## config.mk

```make
export PLATFORM = sky130hd
export DESIGN_NAME = id_ex_stage
export DESIGN_NICKNAME = d
export VERILOG_FILES = /design/src/rtl/id_ex_stage_pkg.sv /design/src/rtl/id_ex_stage_forward_unit.sv /design/src/rtl/id_ex_stage.sv
export SDC_FILE = /design/constraint.sdc
export NUM_CORES = 1
export LEC_CHECK = 0
export BUFFER_PORTS_ARGS = -buffer_cell sky130_fd_sc_hd__clkbuf_2
export CORE_AREA = 5 5 150 152
export CTS_CLUSTER_SIZE = 20
export DETAILED_ROUTE_END_ITERATION = 7
export DIE_AREA = 0 0 155 157
export GPL_TIMING_DRIVEN = 0
export PLACE_DENSITY = 0.65
export SYNTH_ARGS = -nofsm -noshare
export SYNTH_HDL_FRONTEND = slang
export SYNTH_SLANG_ARGS = --single-unit
```

## constraint.sdc

```tcl
create_clock -name clk -period 2.1 [get_ports clk]
set_input_delay 0.315 -clock clk [delete_from_list [all_inputs] [get_ports clk]]
set_output_delay 0.315 -clock clk [all_outputs]
set_load 0.005 [all_outputs]
```

## src/rtl/id_ex_stage_pkg.sv

```systemverilog
// Shared definitions for the ID/EX stage: ALU opcodes, destination-select
// encodings, the link register, and the bubble control word.
package id_ex_stage_pkg;

    // ALU opcodes; AND doubles as the all-zero bubble opcode.
    typedef enum logic [4:0] {
        ALU_AND = 5'd0,
        ALU_OR  = 5'd1,
        ALU_ADD = 5'd2,
        ALU_SUB = 5'd3,
        ALU_SLT = 5'd4,
        ALU_NOR = 5'd5,
        ALU_XOR = 5'd6,
        ALU_SLL = 5'd7,
        ALU_SRL = 5'd8,
        ALU_SRA = 5'd9
    } alu_op_e;

    // Destination-register select; code 3 is unused and maps to r0.
    typedef enum logic [1:0] {
        REGDST_RT = 2'd0,
        REGDST_RD = 2'd1,
        REGDST_RA = 2'd2
    } reg_dst_e;

    localparam logic [4:0] REG_RA = 5'd31;

    // Control word carried from ID into EX.
    typedef struct packed {
        logic [4:0] alu_ctrl;
        logic       sign;
        logic       alu_src1;
        logic       alu_src2;
        logic       reg_write;
        logic       mem_read;
        logic       mem_write;
        logic       mem_to_reg;
    } ctrl_t;

    // A bubble is a nop: no writes, no memory access, opcode 00000.
    localparam ctrl_t BUBBLE_CTRL = '0;

    // Picks the destination register at capture time.
    function automatic logic [4:0] sel_write_addr(input logic [1:0] reg_dst,
                                                  input logic [4:0] rt,
                                                  input logic [4:0] rd);
        case (reg_dst)
            REGDST_RT: return rt;
            REGDST_RD: return rd;
            REGDST_RA: return REG_RA;
            default:   return 5'd0;
        endcase
    endfunction

endpackage

```

## src/rtl/id_ex_stage_forward_unit.sv

```systemverilog
// Operand bypass for one source register: the youngest in-flight writer
// (MEM before WB) supplies the value; r0 is never bypassed.
module forward_unit #(
    parameter int DW = 32,
    parameter int AW = 5
) (
    input  logic [AW-1:0] src_addr_i,
    input  logic [DW-1:0] src_data_i,
    input  logic          mem_reg_write_i,
    input  logic [AW-1:0] mem_write_addr_i,
    input  logic [DW-1:0] mem_alu_result_i,
    input  logic          wb_reg_write_i,
    input  logic [AW-1:0] wb_write_addr_i,
    input  logic [DW-1:0] wb_write_data_i,
    output logic [DW-1:0] fwd_data_o
);

    logic src_nonzero;
    assign src_nonzero = (src_addr_i != '0);

    // Priority bypass select: MEM, then WB, then register-file data.
    always_comb begin
        // NOTE: every path assigns fwd_data_o, so no latch is inferred.
        fwd_data_o = src_data_i;
        if (mem_reg_write_i && src_nonzero && (mem_write_addr_i == src_addr_i))
            fwd_data_o = mem_alu_result_i;
        else if (wb_reg_write_i && src_nonzero && (wb_write_addr_i == src_addr_i))
            fwd_data_o = wb_write_data_i;
    end

endmodule

```

## src/rtl/id_ex_stage.sv

```systemverilog
// ID/EX pipeline register with EX operand forwarding and load-use
// hazard detection for the 5-stage MIPS pipeline.
module id_ex_stage
    import id_ex_stage_pkg::*;
#(
    parameter int DW = 32,
    parameter int AW = 5
) (
    input  logic          clk,
    input  logic          reset,
    input  logic [31:0]   ID_Instr,
    input  logic [DW-1:0] ID_RsData,
    input  logic [DW-1:0] ID_RtData,
    input  logic [DW-1:0] ID_Imm32,
    input  logic [31:0]   ID_PCPlus4,
    input  logic [4:0]    ID_ALUCtrl,
    input  logic          ID_Sign,
    input  logic          ID_ALUSrc1,
    input  logic          ID_ALUSrc2,
    input  logic [1:0]    ID_RegDst,
    input  logic          ID_RegWrite,
    input  logic          ID_MemRead,
    input  logic          ID_MemWrite,
    input  logic          ID_MemToReg,
    input  logic          Flush,
    input  logic          MEM_RegWrite,
    input  logic [AW-1:0] MEM_WriteAddr,
    input  logic [DW-1:0] MEM_ALUResult,
    input  logic          WB_RegWrite,
    input  logic [AW-1:0] WB_WriteAddr,
    input  logic [DW-1:0] WB_WriteData,
    output logic [4:0]    EX_ALUCtrl,
    output logic          EX_Sign,
    output logic [DW-1:0] EX_In1,
    output logic [DW-1:0] EX_In2,
    output logic [DW-1:0] EX_StoreData,
    output logic [AW-1:0] EX_WriteAddr,
    output logic          EX_RegWrite,
    output logic          EX_MemRead,
    output logic          EX_MemWrite,
    output logic          EX_MemToReg,
    output logic [31:0]   EX_PCPlus4,
    output logic          LoadUseStall
);

    // Instruction fields in ID.
    logic [AW-1:0] id_rs, id_rt, id_rd;
    logic [4:0]    id_shamt;
    logic          unused_funct;
    assign id_rs        = AW'(ID_Instr[25:21]);
    assign id_rt        = AW'(ID_Instr[20:16]);
    assign id_rd        = AW'(ID_Instr[15:11]);
    assign id_shamt     = ID_Instr[10:6];
    assign unused_funct = ^ID_Instr[5:0];

    // Pipeline register state.
    ctrl_t         ctrl_q, ctrl_d;
    logic [AW-1:0] rs_addr_q, rs_addr_d;
    logic [AW-1:0] rt_addr_q, rt_addr_d;
    logic [AW-1:0] write_addr_q, write_addr_d;
    logic [4:0]    shamt_q, shamt_d;
    logic [DW-1:0] rs_data_q, rs_data_d;
    logic [DW-1:0] rt_data_q, rt_data_d;
    logic [DW-1:0] imm_q, imm_d;
    logic [31:0]   pc_plus4_q, pc_plus4_d;

    // A load in EX whose target is read by the ID instruction must wait one cycle.
    assign LoadUseStall = ctrl_q.mem_read && (write_addr_q != '0) &&
                          ((write_addr_q == id_rs) || (write_addr_q == id_rt));

    // Next state: capture ID, or insert a bubble on flush/stall.
    always_comb begin
        ctrl_d       = BUBBLE_CTRL;
        rs_addr_d    = '0;
        rt_addr_d    = '0;
        write_addr_d = '0;
        shamt_d      = '0;
        rs_data_d    = '0;
        rt_data_d    = '0;
        imm_d        = '0;
        pc_plus4_d   = '0;
        if (!(Flush || LoadUseStall)) begin
            ctrl_d.alu_ctrl   = ID_ALUCtrl;
            ctrl_d.sign       = ID_Sign;
            ctrl_d.alu_src1   = ID_ALUSrc1;
            ctrl_d.alu_src2   = ID_ALUSrc2;
            ctrl_d.reg_write  = ID_RegWrite;
            ctrl_d.mem_read   = ID_MemRead;
            ctrl_d.mem_write  = ID_MemWrite;
            ctrl_d.mem_to_reg = ID_MemToReg;
            rs_addr_d         = id_rs;
            rt_addr_d         = id_rt;
            write_addr_d      = AW'(sel_write_addr(ID_RegDst, ID_Instr[20:16], ID_Instr[15:11]));
            shamt_d           = id_shamt;
            rs_data_d         = ID_RsData;
            rt_data_d         = ID_RtData;
            imm_d             = ID_Imm32;
            pc_plus4_d        = ID_PCPlus4;
        end
    end

    // ID/EX register with synchronous active-high clear.
    always_ff @(posedge clk) begin
        // NOTE: non-blocking assignments keep all state updating from pre-edge values.
        if (reset) begin
            ctrl_q       <= BUBBLE_CTRL;
            rs_addr_q    <= '0;
            rt_addr_q    <= '0;
            write_addr_q <= '0;
            shamt_q      <= '0;
            rs_data_q    <= '0;
            rt_data_q    <= '0;
            imm_q        <= '0;
            pc_plus4_q   <= '0;
        end else begin
            ctrl_q       <= ctrl_d;
            rs_addr_q    <= rs_addr_d;
            rt_addr_q    <= rt_addr_d;
            write_addr_q <= write_addr_d;
            shamt_q      <= shamt_d;
            rs_data_q    <= rs_data_d;
            rt_data_q    <= rt_data_d;
            imm_q        <= imm_d;
            pc_plus4_q   <= pc_plus4_d;
        end
    end

    logic [DW-1:0] fwd_rs, fwd_rt;

    forward_unit #(.DW(DW), .AW(AW)) u_fwd_rs (
        .src_addr_i       (rs_addr_q),
        .src_data_i       (rs_data_q),
        .mem_reg_write_i  (MEM_RegWrite),
        .mem_write_addr_i (MEM_WriteAddr),
        .mem_alu_result_i (MEM_ALUResult),
        .wb_reg_write_i   (WB_RegWrite),
        .wb_write_addr_i  (WB_WriteAddr),
        .wb_write_data_i  (WB_WriteData),
        .fwd_data_o       (fwd_rs)
    );

    forward_unit #(.DW(DW), .AW(AW)) u_fwd_rt (
        .src_addr_i       (rt_addr_q),
        .src_data_i       (rt_data_q),
        .mem_reg_write_i  (MEM_RegWrite),
        .mem_write_addr_i (MEM_WriteAddr),
        .mem_alu_result_i (MEM_ALUResult),
        .wb_reg_write_i   (WB_RegWrite),
        .wb_write_addr_i  (WB_WriteAddr),
        .wb_write_data_i  (WB_WriteData),
        .fwd_data_o       (fwd_rt)
    );

    // The ALU reads the shift amount from In1[10:6].
    assign EX_In1       = ctrl_q.alu_src1 ? DW'({shamt_q, 6'b0}) : fwd_rs;
    assign EX_In2       = ctrl_q.alu_src2 ? imm_q : fwd_rt;
    assign EX_StoreData = fwd_rt;
    assign EX_ALUCtrl   = ctrl_q.alu_ctrl;
    assign EX_Sign      = ctrl_q.sign;
    assign EX_WriteAddr = write_addr_q;
    assign EX_RegWrite  = ctrl_q.reg_write;
    assign EX_MemRead   = ctrl_q.mem_read;
    assign EX_MemWrite  = ctrl_q.mem_write;
    assign EX_MemToReg  = ctrl_q.mem_to_reg;
    assign EX_PCPlus4   = pc_plus4_q;

endmodule

```

==> flow_metrics.py <==
metrics = {
    "placement": {
        "port_buffers": 384,
        "dp_worst_setup_slack_ns": -0.7607,
        "gp_congestion": 0.8894,
        "hpwlAfterDp_um": 22390,
        "dp_cells": 1385,
        "placedInstanceArea_um2": 9587,
    },
    "route": {
        "wirelength_um": 29460,
        "drtIter0Drc": 277,
        "vias": 7016,
        "vias_per_cell": 4.852,
        "dr.pass1.iters": 5,
        "ant_nets": 0,
        "drt-wirelength-per-cell_um": 20.38,
        "drc": 0,
    },
    "outcome": {
        "status": "finished with violations",
        "violations": "setup timing",
    },
    "yosys": {
        "netlist_instances": 726,
        "yosys_warnings": 0,
        "syn_avg_cell_area_um2": 10.08,
        "yosysTopAreaCellShare_pct": 43.75,
        "synthesis.area_um2": 7321,
        "synth.distinct_cells": 40,
        "synth_nets": 979,
        "seq_area_frac_synth_pct": 43.75,
        "synth_area_leaders": "dfxtp_1 (44%), and2_1 (14%), mux2i_1 (8.1%)",
        "yosysTopAreaCell": "dfxtp_1",
        "synth_seq_cells": 160,
    },
    "power_and_ir_drop": {
        "irDropWorstVdd_mv": 0.5102,
        "finalPower_uw": 7613,
        "cellPowerDensity_nw_per_um2": 650.3,
        "p_leak_uw": 0.005381,
    },
    "sta": {
        "fmax_ghz": 0.3682,
        "holdWs_ns": 0.07797,
        "setup-violations-final": 96,
        "max_slew_margin_pct": 40.74,
        "fin_crit_sh_pct": 129.3,
        "skew_ns": 0.01105,
        "fin_crit_ns": 2.716,
        "rsz0062_at_grt": "yes",
        "tightestPinTransition_ns": 0.8888,
        "worst_slack_ns": -0.6161,
        "hold_viol": 0,
        "drv_slew": 0,
    },
    "critical_path": {
        "crit_family": "simple AND/OR/NAND/NOR gates",
        "cp_cell_sequence": "or4_4 > a21bo_4 > nand3_4 > clkbuf_8 > mux2i_4 > o2bb2ai_2 > clkbuf_2",
        "arrival_ns": 2.40,
        "start_kind": "flop",
        "crit_type": "flop to primary output",
        "slowest_delay_ns": 0.56,
        "r2r_start": "EX_WriteAddr[0]",
        "crit_path_max_fanout": 10,
        "crit_start": "rs_addr_q[4]",
        "worst_ep_required_time_ns": 1.78,
        "crit_cells": 7,
        "reg2reg_depth": 8,
        "cpMaxStageDelayCell": "or4_4",
        "cp_num_buf_inv": 2,
        "end_kind": "primary output",
    },
    "floorplan": {
        "core_area_um2": 20890,
        "pin_count": 397,
        "die_h_um": 157,
        "rows": 53,
        "die_x_um": 155,
        "start_util_pct": 35.05,
        "dieArea_um2": 24340,
    },
    "global_routing": {
        "grtUsageTotal_pct": 23.12,
        "grt_pass1_vias": 7329,
        "grt-ovfl-total": 0,
        "grt_max_degree": 19,
        "grt_first_pass_wirelength_um": 42990,
        "antenna_found_initial": 2,
    },
    "clocking": {
        "clkLatencyLatePin_ns": 0.43,
        "clockBufferDepth": 2,
        "numCtsBuffers": 17,
        "htreeDepth": 4,
        "clkTransAtPathRegs_ns": 0.08,
        "cts_tree": "built",
        "clock_sinks": 160,
        "cts_root_buf": "clkbuf_16",
    },
    "final_layout": {
        "final_common_cell": "clkbuf_2",
        "layout_common_cells": "clkbuf_2 (365), and2_1 (161), dfxtp_1 (152), mux2i_4 (33), inv_1 (32)",
        "final_net_count": 1409,
        "final_area_um2": 11710,
        "syn2layout_area_growth_pct": 59.90,
        "drive_above_1_share_pct": 57.74,
        "final_cells": 1446,
    },
    "run": {
        "drv_cap": 0,
    },
    "min_path": {
        "hp-start": "ID_PCPlus4[13]",
        "hold_path_depth": 2,
        "hp-class": "input port to flop",
    },
}
[Yosys cell counts]
cell         n
buf_4        9
a21bo_4      1
o21ai_0      5
or2_1        1
xor2_1      10
clkbuf_8     2
o22ai_1      1
nor2_1      44
mux2i_1     59
nor2_2       2
a221oi_2    30
nor3_2       1
nand3_4      1
and4_1       1
dfxtp_1    160
or3_1        1
nor2b_1      2
and3_1       6
nand2_1     16
nand3_1      2
xnor2_1     18
o21ai_1      1
o31ai_1      5
nand2b_1     1
and2_1     161
nand4_1      2
a21oi_1     32
nand2b_4     1
buf_6       20
clkbuf_1    22
buf_12       1
or4_4        1
a311oi_2     1
nor4_1       2
o2bb2ai_2   20
a221oi_1     7
inv_1       32
nor3_1      35
buf_2        3
o2bb2ai_1    7
[cell type report]
| class | instances | area (µm²) |
|---|---|---|
| fillers | 1871 | 9183 |
| multi-input cells | 477 | 4496 |
| flip-flops and latches | 160 | 3221 |
| repair buffers | 414 | 2321 |
| plain buffers | 54 | 583.1 |
| clock buffers | 17 | 425.4 |
| well taps | 275 | 344.1 |
| clock inverters | 15 | 191.4 |
| inverters | 32 | 120.1 |
| diodes | 2 | 5.005 |
[kinds of logic after synthesis]
| kind of cell | after synthesis | share of synthesized area [%] |
|---|---|---|
| buffers and inverters | 89 | 7.623 |
| and+or+nand+nor | 280 | 21.65 |
| DFF | 160 | 43.75 |
| muxes | 59 | 8.067 |
| xor gates and xnor gates | 28 | 3.350 |
| AOI/OAI and AO/OA | 110 | 15.55 |
[registers in the layout, summed over array words and instances (netlist names), 2 cells and up]
| register | cells |
|---|---|
| EX_PCPlus4 | 32 |
| imm_q | 32 |
| rs_data_q | 32 |
| rt_data_q | 32 |
| EX_ALUCtrl | 5 |
| EX_WriteAddr | 5 |
| rs_addr_q | 5 |
| rt_addr_q | 5 |
| shamt_q | 5 |
| ctrl_q | 2 |
[path summary, 6_finish.rpt]
kind	to	slack, ns
setup / recovery	EX_In1[17]	-0.62
hold / removal	EX_PCPlus4[13]	0.08
hold reg to reg	EX_ALUCtrl[1]	1.06
setup reg to reg	rt_data_q[19]	0.20
[metrics by stage]
stage / TNS, ns / utilization [%]
after floorplan: 0 / -
after global placement: -51.98 / 45.89
after detailed placement: -52.77 / 45.89
after CTS: -52.78 / 53.87
after global routing: -59.69 / 56.02
final: -50.10 / 56.04
[timing repair]
item                                    4_1_cts  5_1_grt
hold buffers                                  0        0
endpoints found under the setup margin      111      159
gates resized for setup                     163      126
pin swaps                                    33       36
buffers inserted                             16       10
cloned                                        4        3
[where the power goes]
group          switching (µW)  internal [µW]  leakage [µW]
registers                64.4           3160       0.00132
clock network            1490           1720      0.000297
logic                     573            607       0.00377
total                    2130           5480       0.00538
[metal layers]
layer / vias to the layer above / track usage [%] / wire length (µm)
li1: 3332 / - / -
met1: 3309 / 27.50 / 11490
met2: 322 / 39.99 / 14730
met3: 49 / 7.506 / 2493
met4: 4 / 6.854 / 734
met5: - / 0 / 21
Note: power is estimated with default switching activity, not from simulation.
